--- src/rtl/uart_tx_fifo.sv ---
`default_nettype none
// ============================================================================
//  Module      : uart_tx_fifo
//  Description : Transmit half of the debug UART link. Bytes arrive over a
//                valid/ready handshake into a small FIFO. They are sent on the
//                idle-high line LSB first, CLKS_PER_BIT clocks per bit.
//                Frames go out back-to-back, with no idle gap when the FIFO
//                still holds data at the end of a stop bit.
//  Options     : `define UART_TX_PARITY_EN adds an even-parity bit after
//                bit 7 (8E1 frame). Without it the frame is 8N1.
//  Ports       : clock      - system clock
//                reset      - asynchronous, active-low reset
//                tx_data    - byte to send
//                tx_valid   - tx_data valid this cycle
//                tx_ready   - FIFO can accept a byte (count < FIFO_DEPTH)
//                uart_tx    - registered serial line output
//                tx_busy    - frame in progress or FIFO non-empty
//                fifo_count - bytes waiting in the FIFO (not the one on line)
//  Revision    : 1.0  initial release
// ============================================================================
module uart_tx_fifo #(
    parameter int CLKS_PER_BIT = 10417,
    parameter int FIFO_DEPTH   = 4
) (
    input  logic                             clock,
    input  logic                             reset,
    input  logic [7:0]                       tx_data,
    input  logic                             tx_valid,
    output logic                             tx_ready,
    output logic                             uart_tx,
    output logic                             tx_busy,
    output logic [$clog2(FIFO_DEPTH+1)-1:0]  fifo_count
);

    localparam int c_AW = $clog2(FIFO_DEPTH);
    localparam int c_CW = $clog2(FIFO_DEPTH + 1);
    localparam int c_BW = $clog2(CLKS_PER_BIT);

    localparam logic [c_BW-1:0] c_BIT_LAST = c_BW'(CLKS_PER_BIT - 1);
    localparam logic [c_CW-1:0] c_FULL     = c_CW'(FIFO_DEPTH);

    localparam logic [2:0] c_IDLE   = 3'd0;
    localparam logic [2:0] c_START  = 3'd1;
    localparam logic [2:0] c_DATA   = 3'd2;
    localparam logic [2:0] c_STOP   = 3'd3;
`ifdef UART_TX_PARITY_EN
    localparam logic [2:0] c_PARITY = 3'd4;
`endif

    // ------------------------------------------------------------------
    // State
    // ------------------------------------------------------------------
    logic [2:0]      state_q,   state_d;
    logic [c_BW-1:0] cnt_q,     cnt_d;
    logic [2:0]      bit_q,     bit_d;
    logic [7:0]      shift_q,   shift_d;
    logic [c_AW-1:0] wr_ptr_q,  wr_ptr_d;
    logic [c_AW-1:0] rd_ptr_q,  rd_ptr_d;
    logic [c_CW-1:0] count_q,   count_d;
    logic            uart_tx_q, uart_tx_d;
    logic [7:0]      mem_q [FIFO_DEPTH];

    logic w_push;
    logic w_pop;
    logic w_bit_end;

    // tx_ready comes from the registered count only, so a push into a full
    // FIFO is refused even when a pop happens on the same edge.
    assign tx_ready   = (count_q < c_FULL);
    assign w_push     = tx_valid && tx_ready;
    assign w_bit_end  = (cnt_q == c_BIT_LAST);
    // A pop happens either from idle or on the final cycle of the stop bit.
    // The second case gives back-to-back frames.
    assign w_pop      = (count_q != '0) &&
                        ((state_q == c_IDLE) || ((state_q == c_STOP) && w_bit_end));

    assign tx_busy    = (state_q != c_IDLE) || (count_q != '0);
    assign fifo_count = count_q;
    assign uart_tx    = uart_tx_q;

    // ------------------------------------------------------------------
    // FIFO bookkeeping (power-of-two depth: pointers wrap naturally)
    // ------------------------------------------------------------------
    always_comb begin
        wr_ptr_d = wr_ptr_q;
        rd_ptr_d = rd_ptr_q;
        count_d  = count_q;
        if (w_push) begin
            wr_ptr_d = wr_ptr_q + c_AW'(1);
        end
        if (w_pop) begin
            rd_ptr_d = rd_ptr_q + c_AW'(1);
        end
        case ({w_push, w_pop})
            2'b10:   count_d = count_q + c_CW'(1);
            2'b01:   count_d = count_q - c_CW'(1);
            default: count_d = count_q;
        endcase
    end

    always_ff @(posedge clock) begin
        if (w_push) begin
            mem_q[wr_ptr_q] <= tx_data;
        end
    end

    // ------------------------------------------------------------------
    // FSM: next-state logic
    // ------------------------------------------------------------------
    always_comb begin
        state_d = state_q;
        cnt_d   = cnt_q;
        bit_d   = bit_q;
        shift_d = shift_q;

        // The bit-time counter only runs while a frame is on the line.
        if (state_q != c_IDLE) begin
            cnt_d = w_bit_end ? '0 : (cnt_q + c_BW'(1));
        end

        case (state_q)
            c_IDLE: begin
                if (w_pop) begin
                    state_d = c_START;
                    shift_d = mem_q[rd_ptr_q];
                    cnt_d   = '0;
                end
            end
            c_START: begin
                if (w_bit_end) begin
                    state_d = c_DATA;
                    bit_d   = 3'd0;
                end
            end
            c_DATA: begin
                if (w_bit_end) begin
                    if (bit_q == 3'd7) begin
`ifdef UART_TX_PARITY_EN
                        state_d = c_PARITY;
`else
                        state_d = c_STOP;
`endif
                    end else begin
                        bit_d = bit_q + 3'd1;
                    end
                end
            end
`ifdef UART_TX_PARITY_EN
            c_PARITY: begin
                if (w_bit_end) begin
                    state_d = c_STOP;
                end
            end
`endif
            c_STOP: begin
                if (w_bit_end) begin
                    if (w_pop) begin
                        state_d = c_START;
                        shift_d = mem_q[rd_ptr_q];
                    end else begin
                        state_d = c_IDLE;
                    end
                end
            end
            default: begin
                state_d = c_IDLE;
            end
        endcase
    end

    // ------------------------------------------------------------------
    // FSM: output logic. The line value is computed from the next state.
    // This lets the registered output change on the same edge as the state.
    // ------------------------------------------------------------------
    always_comb begin
        uart_tx_d = 1'b1;
        case (state_d)
            c_START:  uart_tx_d = 1'b0;
            c_DATA:   uart_tx_d = shift_d[bit_d];
`ifdef UART_TX_PARITY_EN
            c_PARITY: uart_tx_d = ^shift_d;
`endif
            default:  uart_tx_d = 1'b1;
        endcase
    end

    // ------------------------------------------------------------------
    // FSM: state register
    // ------------------------------------------------------------------
    always_ff @(posedge clock or negedge reset) begin
        if (!reset) begin
            state_q   <= c_IDLE;
            cnt_q     <= '0;
            bit_q     <= 3'd0;
            shift_q   <= 8'd0;
            wr_ptr_q  <= '0;
            rd_ptr_q  <= '0;
            count_q   <= '0;
            uart_tx_q <= 1'b1;
        end else begin
            state_q   <= state_d;
            cnt_q     <= cnt_d;
            bit_q     <= bit_d;
            shift_q   <= shift_d;
            wr_ptr_q  <= wr_ptr_d;
            rd_ptr_q  <= rd_ptr_d;
            count_q   <= count_d;
            uart_tx_q <= uart_tx_d;
        end
    end

endmodule
`default_nettype wire

--- config.mk ---
export PLATFORM = sky130hd
export DESIGN_NAME = uart_tx_fifo
export DESIGN_NICKNAME = d
export VERILOG_FILES = /design/src/rtl/uart_tx_fifo.sv
export SDC_FILE = /design/constraint.sdc
export NUM_CORES = 1
export LEC_CHECK = 0
export ABC_AREA = 1
export CAP_MARGIN = 20
export CELL_PAD_IN_SITES_DETAIL_PLACEMENT = 0
export CELL_PAD_IN_SITES_GLOBAL_PLACEMENT = 1
export CORE_ASPECT_RATIO = 1.2
export CORE_MARGIN = 5
export CORE_UTILIZATION = 51
export CTS_CLUSTER_SIZE = 16
export DETAILED_ROUTE_END_ITERATION = 8
export GPL_TIMING_DRIVEN = 0
export PLACE_DENSITY = 0.9
export SYNTH_ARGS = -nofsm -noshare
export SYNTH_HDL_FRONTEND = slang
export SYNTH_SLANG_ARGS = --single-unit
export TNS_END_PERCENT = 50
--- constraint.sdc ---
create_clock -name clock -period 3.8 [get_ports clock]
set_input_delay 0.38 -clock clock [delete_from_list [all_inputs] [get_ports clock]]
set_output_delay 0.38 -clock clock [all_outputs]
set_load 0.05 [all_outputs]
==> results.json, run 1 <==
{
  "cts_hold_buf": 0,
  "slowest_stage": "clkdlybuf4s50_1",
  "dpl-instance-area_um2": 3750,
  "slew_headroom_pct": 45.9,
  "firstDrtPassIters": 4,
  "final_nets": 407,
  "slowest_delay_ns": 0.75,
  "max_cap_violations": 0,
  "cts_tree": "built",
  "die_area_um2": 8600,
  "crit_family": "buffers and inverters",
  "met1Wirelength_um": 2700,
  "ctsResizeCount": 0,
  "internal_power_mw": 1.67,
  "final_area_um2": 3990,
  "start_util_pct": 51.5,
  "status": "completed",
  "synth_edf_count": 32,
  "area_growth_pct": 14.4,
  "layout_worst_path_cycle_share_pct": 77.8,
  "grt_pass1_wl_um": 11200,
  "rows": 33,
  "yosysWarnings": 0,
  "dpl_worst_slack_ns": 1.23,
  "cts_setup_buffers": 0,
  "track_usage_pct": 16.8,
  "yosysTopAreaCell": "edfxtp_1",
  "dp_hpwl_um": 4730,
  "io_pins": 17,
  "cts_buffers": 9,
  "async_flop_share_pct": 52.9,
  "post_route_cells_drive_above_1_share_pct": 16.3,
  "synthCells": 360,
  "post-route-min-period_ns": 2.96,
  "tightest_slew_ns": 0.812,
  "p_sw_share_pct": 36.5,
  "viasPerCell": 5.13,
  "ys_ff_latch": 68,
  "synth.area.top_cells": "edfxtp_1, dfrtp_1, nand2_1",
  "crit_arrival_ns": 2.58,
  "p_leak_nw": 1.69,
  "gp_congestion": 0.819,
  "ant_nets": 0,
  "insertion_delay_ns": 0.35,
  "hold_path.class": "in -> async",
  "crit_required_ns": 3.42,
  "num_vias": 2455,
  "core_um2": 6770,
  "dr_wl_met3_um": 253,
  "tns_ns": 0,
  "worstSetupStartpointType": "flop",
  "power_switching_uw": 960,
  "slew_violations": 0,
  "diodes": 0,
  "max_freq_mhz": 338,
  "wl_per_cell_um": 13.6,
  "finalHoldViolCount": 0,
  "netlist-cell-type-count": 43,
  "grt_overflow": 0,
  "synth_top_area_share_pct": 27.5,
  "pwr-share-comb_pct": 34.8,
  "max-vdd-ir-drop_mv": 0.407,
  "grt_max_degree": 37,
  "cp_cell_sequence": "inv_1 -> nand3_4 -> nor2_1 -> inv_2 -> clkdlybuf4s50_1",
  "die_height_um": 101,
  "path_clk_slew_ns": 0.08,
  "die_x_um": 85.5,
  "setup_viol": 0,
  "pwr-share-seq_pct": 37.8,
  "root_buffer": "clkbuf_8",
  "clock_sinks": 68,
  "fin_skew_ns": 0.00829,
  "drt_wl_total_um": 6510,
  "syn-cell-area_um2": 3490,
  "syn_nets": 380,
  "dpl.cell_count": 463,
  "cts_buffer_depth": 2,
  "portBuffers": 16,
  "drc_errors": 0,
  "worst_slack_ns": 0.842,
  "rsz0062_at_grt": "no",
  "htree_levels": 3,
  "clkPwrFrac_pct": 27.4,
  "wl_met2_um": 3430,
  "synth_flop_cell": "dfrtp_1",
  "synth_area_per_cell_um2": 9.69,
  "critPathMaxFanout": 10,
  "cp-end-kind": "primary output",
  "yosysSeqAreaShare_pct": 53.4,
  "utilization_pct": 59.0,
  "power_density_nw_per_um2": 659,
  "top_layer": "met4",
  "path_class": "reg -> out",
  "grt_pass1_vias": 2443,
  "stdcell_count": 479,
  "first_iter_violations": 123,
  "antenna_found_initial": 0,
  "cp.buffers_inverters": 3
}
## placed cells by master, fill, tap and decap left out, types with 4 or more instances in the layout
master and n:
nand2_1 71, nand3_1 38, dfrtp_1 35, inv_1 34
nor2_1 33, edfxtp_1 32, o21ai_0 21, clkdlybuf4s50_1 15
nand2_2 9, a21oi_1 9, clkbuf_8 9, xor2_1 8
ha_1 8, inv_2 6, nor2_4 6, o22ai_1 6
nand3_2 4, buf_2 4
## cells by family (layout without fill, tap and decap cells)
logic type	after synthesis	count (layout)	synth area share, %
XOR/XNOR	10	10	2.51
flip-flops	68	68	53.4
AND/OR/NAND/NOR	178	178	26.7
adder cells (fa/ha/maj)	9	9	3.44
other	1	1	0.107
buffers and inverters	49	81	6.13
AO/OA/AOI/OAI	45	45	7.71
## layout make-up
| class | count | area (µm²) |
|---|---|---|
| Fill cell | 593 | 2780 |
| Sequential cell | 68 | 1860 |
| Multi-Input combinational cell | 243 | 1410 |
| Inverter | 43 | 169 |
| Timing Repair Buffer | 16 | 155 |
| Clock buffer | 10 | 128 |
| Clock inverter | 6 | 111 |
| Tap cell | 87 | 109 |
| Buffer | 6 | 45.0 |
## per-layer routing
| layer | global-route usage (%) | vias to the layer above |
|---|---|---|
| li1 | - | 1252 |
| met3 | 4.50 | 11 |
| met1 | 19.7 | 1151 |
| met2 | 29.1 | 41 |
| met4 | 6.82 | 0 |
| met5 | 0 | - |
## worst paths after layout
check	startpoint	endpoint	slack (ns)	cells past startpoint
min in group clock	shift_q[7]	shift_q[7]	0.48	2
max in group asynchronous	reset	fifo_count[2]	3.17	1
worst min register to register	shift_q[7]	shift_q[7]	0.48	2
worst max register to register	cnt_q[0]	fifo_count[2]	1.30	14
worst max-delay path	state_q[0]	tx_busy	0.84	5
worst min-delay path	reset	cnt_q[9]	0.11	1
## state kept, by name (all words and copies together), names as in the netlist, 2 cells and up
name,flops
rd_ptr_q,2
fifo_count,3
shift_q,8
cnt_q,14
state_q,3
wr_ptr_q,2
mem_q,32
bit_q,3
## per-stage QoR
step | total power [mW] | hold slack, ns
2_1_floorplan | 1.69 | 0.0844
3_3_place_gp | 1.91 | 0.461
3_5_place_dp | 1.93 | 0.469
4_1_cts | 2.65 | 0.151
5_1_grt | 2.80 | 0.191
6_report | 2.63 | 0.112
## power by group through the flow
stage	combinational, mW	sequential (mW)	clock (mW)
global route	1.03	1.01	0.762
detailed placement	0.919	1.01	0
CTS	0.929	0.994	0.729
global placement	0.903	1.00	0
finish	0.916	0.994	0.722
floorplan	0.620	1.07	0
## Yosys cell counts, types with 6 or more instances
cell type	number
nand2_1	71
dfrtp_1	35
a21oi_1	9
nor2_4	6
nand3_1	38
nor2_1	33
inv_2	6
o21ai_0	21
edfxtp_1	32
xor2_1	8
inv_1	34
nand2_2	9
ha_1	8
o22ai_1	6
Power figures use the tool's default switching activity.
==> run 2, diff against run 1 <==
--- a/config.mk
+++ b/config.mk
@@ -11,11 +11,11 @@
 export CELL_PAD_IN_SITES_GLOBAL_PLACEMENT = 1
 export CORE_ASPECT_RATIO = 1.2
 export CORE_MARGIN = 5
-export CORE_UTILIZATION = 51
+export CORE_UTILIZATION = 42
 export CTS_CLUSTER_SIZE = 16
 export DETAILED_ROUTE_END_ITERATION = 8
 export GPL_TIMING_DRIVEN = 0
-export PLACE_DENSITY = 0.9
+export PLACE_DENSITY = 0.8
 export SYNTH_ARGS = -nofsm -noshare
 export SYNTH_HDL_FRONTEND = slang
 export SYNTH_SLANG_ARGS = --single-unit
==> constraint.sdc (replaced) <==
create_clock -name clock -period 2.4 [get_ports clock]
set_input_delay 0.24 -clock clock [delete_from_list [all_inputs] [get_ports clock]]
set_output_delay 0.24 -clock clock [all_outputs]
set_load 0.05 [all_outputs]
==> results.json, run 2 (synthesis gave the netlist of run 1 again) <==
{
  "rows": 36,
  "dp_hpwl_um": 4690,
  "max_freq_mhz": 446,
  "cp-end-kind": "flop",
  "largest_register": "mem_q",
  "num_vias": 2462,
  "viasPerCell": 5.01,
  "largest_reg_flops": 32,
  "holdWs_ns": -0.0195,
  "max_cap_violations": 0,
  "status": "finished with violations",
  "io_pins": 17,
  "fillers": 759,
  "portBuffers": 16,
  "rsz0062_at_grt": "yes",
  "setup_viol": 0,
  "core_um2": 8110,
  "layout_worst_path_cycle_share_pct": 93.4,
  "start_util_pct": 43.0,
  "p_sw_share_pct": 38.8,
  "gp_congestion": 0.750,
  "totalPowerFinal_mw": 4.10,
  "first_iter_violations": 110,
  "p_leak_nw": 1.68,
  "hold_path.class": "in -> async",
  "clock_sinks": 68,
  "slew_violations": 0,
  "power_switching_mw": 1.59,
  "crit_required_ns": 2.62,
  "dpl_worst_slack_ns": -0.103,
  "htree_levels": 3,
  "dpl.cell_count": 471,
  "worst_slack_ns": 0.159,
  "cts_buffers": 9,
  "firstDrtPassIters": 6,
  "tightest_slew_ns": 0.835,
  "root_buffer": "clkbuf_8",
  "grt_max_degree": 37,
  "stdcell_count": 491,
  "antenna_found_initial": 0,
  "internal_power_mw": 2.51,
  "max-vdd-ir-drop_mv": 0.499,
  "violations": "hold timing",
  "power_density_nw_per_um2": 1010,
  "final_cell_mix": "nand2_1, nand3_1, dfrtp_1",
  "grt_pass1_vias": 2472,
  "finalHoldViolCount": 9,
  "final_common_cell": "nand2_1",
  "path_clk_slew_ns": 0.08,
  "post-route-min-period_ns": 2.24,
  "drt_wl_total_um": 6500,
  "utilization_pct": 49.9,
  "slew_headroom_pct": 44.4,
  "diodes": 0,
  "wl_per_cell_um": 13.2,
  "clkPwrFrac_pct": 23.1,
  "worstSetupStartpointType": "flop",
  "dpl-instance-area_um2": 3790,
  "pwr-share-seq_pct": 38.5,
  "final_nets": 411,
  "die_area_um2": 10200,
  "reg_top3": "mem_q x32, cnt_q x14, shift_q x8",
  "critPathMaxFanout": 10,
  "multi_input_area_um2": 1460,
  "die_x_um": 93.2,
  "grt_overflow": 0,
  "grt_pass1_wl_um": 11200,
  "insertion_delay_ns": 0.34,
  "fin_skew_ns": 0.0151,
  "seq_area_um2": 1860,
  "ant_nets": 0,
  "tns_ns": 0,
  "final_area_um2": 4050,
  "post_route_cells_drive_above_1_share_pct": 20.5,
  "area_growth_pct": 16.0,
  "die_height_um": 110,
  "pwr-share-comb_pct": 38.4,
  "cts_tree": "built",
  "crit_arrival_ns": 2.47,
  "path_class": "reg -> reg",
  "drc_errors": 0,
  "track_usage_pct": 14.2,
  "cts_buffer_depth": 2
}
==> run 2: changes by cell type in the layout (fill, tap and decap cells not counted), moves of 2 or more <==
cell        before  now
clkinvlp_4       0    3
ha_4             0    2
buf_4            1    5
inv_1           34   30
bufinv_16        3    1
ha_1             8    6
inv_2            6    9
==> run 2: layout make-up <==
cell class                      instances  area share [%]
Timing Repair Buffer                   20            4.54
Buffer                                  6            1.11
Clock inverter                          7            1.89
Multi-Input combinational cell        243            36.2
Tap cell                               95            2.94
Sequential cell                        68            46.0
Inverter                               43            4.26
Clock buffer                            9            3.06
==> run 2: worst paths after layout <==
kind                            start            end  slack, ns  cells past startpoint
setup reg to reg           state_q[0]  fifo_count[2]       0.16                     11
setup / recovery           state_q[0]  fifo_count[2]       0.16                     11
min in group clock         shift_q[0]     shift_q[0]       0.47                      2
max in group asynchronous       reset  fifo_count[2]       1.83                      1
hold reg to reg            shift_q[0]     shift_q[0]       0.47                      2
hold / removal                  reset       cnt_q[5]      -0.02                      1
==> run 2: layer usage <==
| layer | part of all wire [%] | GRT usage [%] | routed length, µm | vias to the layer above |
|---|---|---|---|---|
| met2 | 52 | 25.3 | 3400 | 26 |
| met5 | 0 | 0 | 0 | - |
| met4 | 2.6 | 6.81 | 167 | 0 |
| li1 | - | - | - | 1263 |
| met1 | 43 | 16.3 | 2790 | 1158 |
| met3 | 2.1 | 2.74 | 139 | 15 |
==> run 2: repair_timing <==
| action | 4_1_cts | 5_1_grt |
|---|---|---|
| resized for setup | 5 | 4 |
| pin swaps | 0 | 1 |
| hold buffers | 0 | 0 |
| setup endpoints to repair | 2 | 3 |
| buffers inserted | 0 | 4 |
==> run 2: power by group through the flow <==
stage | clock [mW] | combinational, mW | sequential [mW]
2_1_floorplan | 0 | 1.01 | 1.70
3_5_place_dp | 0 | 1.51 | 1.60
5_1_grt | 1.02 | 1.77 | 1.61
4_1_cts | 0.962 | 1.55 | 1.58
6_report | 0.946 | 1.57 | 1.58
3_3_place_gp | 0 | 1.48 | 1.60
==> run 2: worst max-delay path, stage by stage (launching register included) <==
cell and delay, ns:
dfrtp_1 0.40, inv_1 0.11, nand3_4 0.21, a21boi_4 0.32
nand2_8 0.10, clkinv_4 0.09, ha_4 0.12, inv_2 0.05
fa_2 0.37, a21oi_2 0.12, o21ai_1 0.08, xor2_1 0.15
==> run 3, diff against run 2 <==
--- a/config.mk
+++ b/config.mk
@@ -15,7 +15,8 @@
 export CTS_CLUSTER_SIZE = 16
 export DETAILED_ROUTE_END_ITERATION = 8
 export GPL_TIMING_DRIVEN = 0
-export PLACE_DENSITY = 0.8
+export PLACE_DENSITY = 0.76
+export SKIP_CTS_REPAIR_TIMING = 1
 export SYNTH_ARGS = -nofsm -noshare
 export SYNTH_HDL_FRONTEND = slang
 export SYNTH_SLANG_ARGS = --single-unit
==> results.json, run 3 (synthesis gave the netlist of run 1 again) <==
{
  "status": "completed",
  "die_area_um2": 10200,
  "area_growth_pct": 15.0,
  "io_pins": 17,
  "r2r_slack_ns": 0.14,
  "die_height_um": 110,
  "grt_pass1_wl_um": 11300,
  "dpl-instance-area_um2": 3790,
  "rows": 36,
  "pwr-share-comb_pct": 38.0,
  "tns_ns": 0,
  "num_vias": 2433,
  "pwr-share-seq_pct": 39.3,
  "ant_nets": 0,
  "final_common_cell": "nand2_1",
  "insertion_delay_ns": 0.34,
  "clkPwrFrac_pct": 22.7,
  "grt_pass1_vias": 2478,
  "internal_power_mw": 2.48,
  "reg_top3": "mem_q x32, cnt_q x14, shift_q x8",
  "p_sw_share_pct": 38.5,
  "path_clk_slew_ns": 0.08,
  "critPathMaxFanout": 10,
  "final_nets": 407,
  "setup_viol": 0,
  "max_cap_violations": 0,
  "worst_slack_ns": 0.140,
  "power_density_nw_per_um2": 1000,
  "antenna_found_initial": 0,
  "cts_buffers": 9,
  "crit_arrival_ns": 2.47,
  "track_usage_pct": 14.3,
  "slowest_stage": "dfrtp_1",
  "htree_levels": 3,
  "largest_reg_flops": 32,
  "max_freq_mhz": 442,
  "cts_tree": "built",
  "tightest_slew_ns": 0.850,
  "crit_family": "simple AND/OR/NAND/NOR gates",
  "slowest_delay_ns": 0.46,
  "post-route-min-period_ns": 2.26,
  "cp-end-kind": "flop",
  "rr_worst_depth": 13,
  "rsz0062_at_grt": "yes",
  "layout_worst_path_cycle_share_pct": 94.2,
  "diodes": 0,
  "path_common_cell": "nand2_8",
  "cp.buffers_inverters": 2,
  "finalHoldViolCount": 0,
  "worstSetupStartpointType": "flop",
  "die_x_um": 93.2,
  "max-vdd-ir-drop_mv": 0.555,
  "cts_buffer_depth": 2,
  "root_buffer": "clkbuf_8",
  "power_switching_mw": 1.55,
  "gp_congestion": 0.771,
  "first_iter_violations": 95,
  "start_util_pct": 43.0,
  "dp_hpwl_um": 4740,
  "viasPerCell": 5.00,
  "crit_required_ns": 2.61,
  "grt_max_degree": 37,
  "portBuffers": 16,
  "fin_skew_ns": 0.0165,
  "largest_register": "mem_q",
  "drc_errors": 0,
  "post_route_cells_drive_above_1_share_pct": 18.9,
  "r2r_end": "fifo_count[2]",
  "core_um2": 8110,
  "r2r_start": "cnt_q[9]",
  "slew_headroom_pct": 43.3,
  "p_leak_nw": 1.66,
  "grt_overflow": 0,
  "dpl_worst_slack_ns": -0.0596,
  "drt_wl_total_um": 6470,
  "clock_sinks": 68,
  "firstDrtPassIters": 4,
  "slew_violations": 0,
  "wl_per_cell_um": 13.3,
  "final_area_um2": 4010,
  "hold_path.class": "in -> async",
  "path_class": "reg -> reg",
  "cp_cell_sequence": "nor2_1 -> nand2_1 -> nor2_2 -> nand2_4 -> nand2_8 -> nand2_8 -> inv_8 -> ha_4 -> inv_2 -> fa_2 -> a21oi_2 -> o21ai_1 -> xor2_1",
  "final_cell_mix": "nand2_1, nand3_1, dfrtp_1"
}
==> run 3: per-layer routing <==
| metal | vias up | wire length (µm) | GRT usage (%) |
|---|---|---|---|
| li1 | 1250 | - | - |
| met1 | 1149 | 2930 | 17.0 |
| met2 | 27 | 3310 | 25.3 |
| met3 | 7 | 157 | 3.35 |
| met4 | 0 | 72 | 4.71 |
| met5 | - | 0 | 0 |
==> run 3: worst max-delay path by stage <==
stage | startpoint | end | slack, ns | cells after the start
final | cnt_q[9] | fifo_count[2] | 0.14 | 13
after CTS | state_q[0] | tx_busy | -0.44 | 5
after detailed placement | state_q[0] | tx_busy | -0.06 | 5
after floorplan | fifo_count[2] | fifo_count[2] | -0.10 | 11
after global placement | state_q[0] | tx_busy | -0.05 | 5
after global routing | state_q[0] | fifo_count[2] | -0.02 | 11
==> run 3: cell type report <==
cell class	instances	area [µm²]
plain buffers	6	45.0
clock buffers	12	135
clock inverters	4	51.3
fillers	781	4100
inverters	43	175
multi-input cells	243	1460
flip-flops and latches	68	1860
well taps	95	119
repair buffers	16	158
==> run 3: metrics by stage <==
step / hold WS [ns] / power (mW) / std cells / utilization [%]
final: 0.000784 / 4.03 / 487 / 49.5
after detailed placement: 0.398 / 3.11 / 471 / 46.8
after CTS: 0.0188 / 4.03 / 487 / 49.1
after floorplan: -0.0556 / 2.71 / 360 / -
after global placement: 0.461 / 3.08 / 471 / 46.8
after global routing: 0.0798 / 4.31 / 487 / 49.5
==> run 3: power groups by stage <==
stage	Sequential, mW	Clock, mW	Combinational (mW)
6_report	1.58	0.914	1.53
3_3_place_gp	1.60	0	1.48
4_1_cts	1.58	0.937	1.51
3_5_place_dp	1.60	0	1.51
5_1_grt	1.62	0.981	1.72
2_1_floorplan	1.70	0	1.01
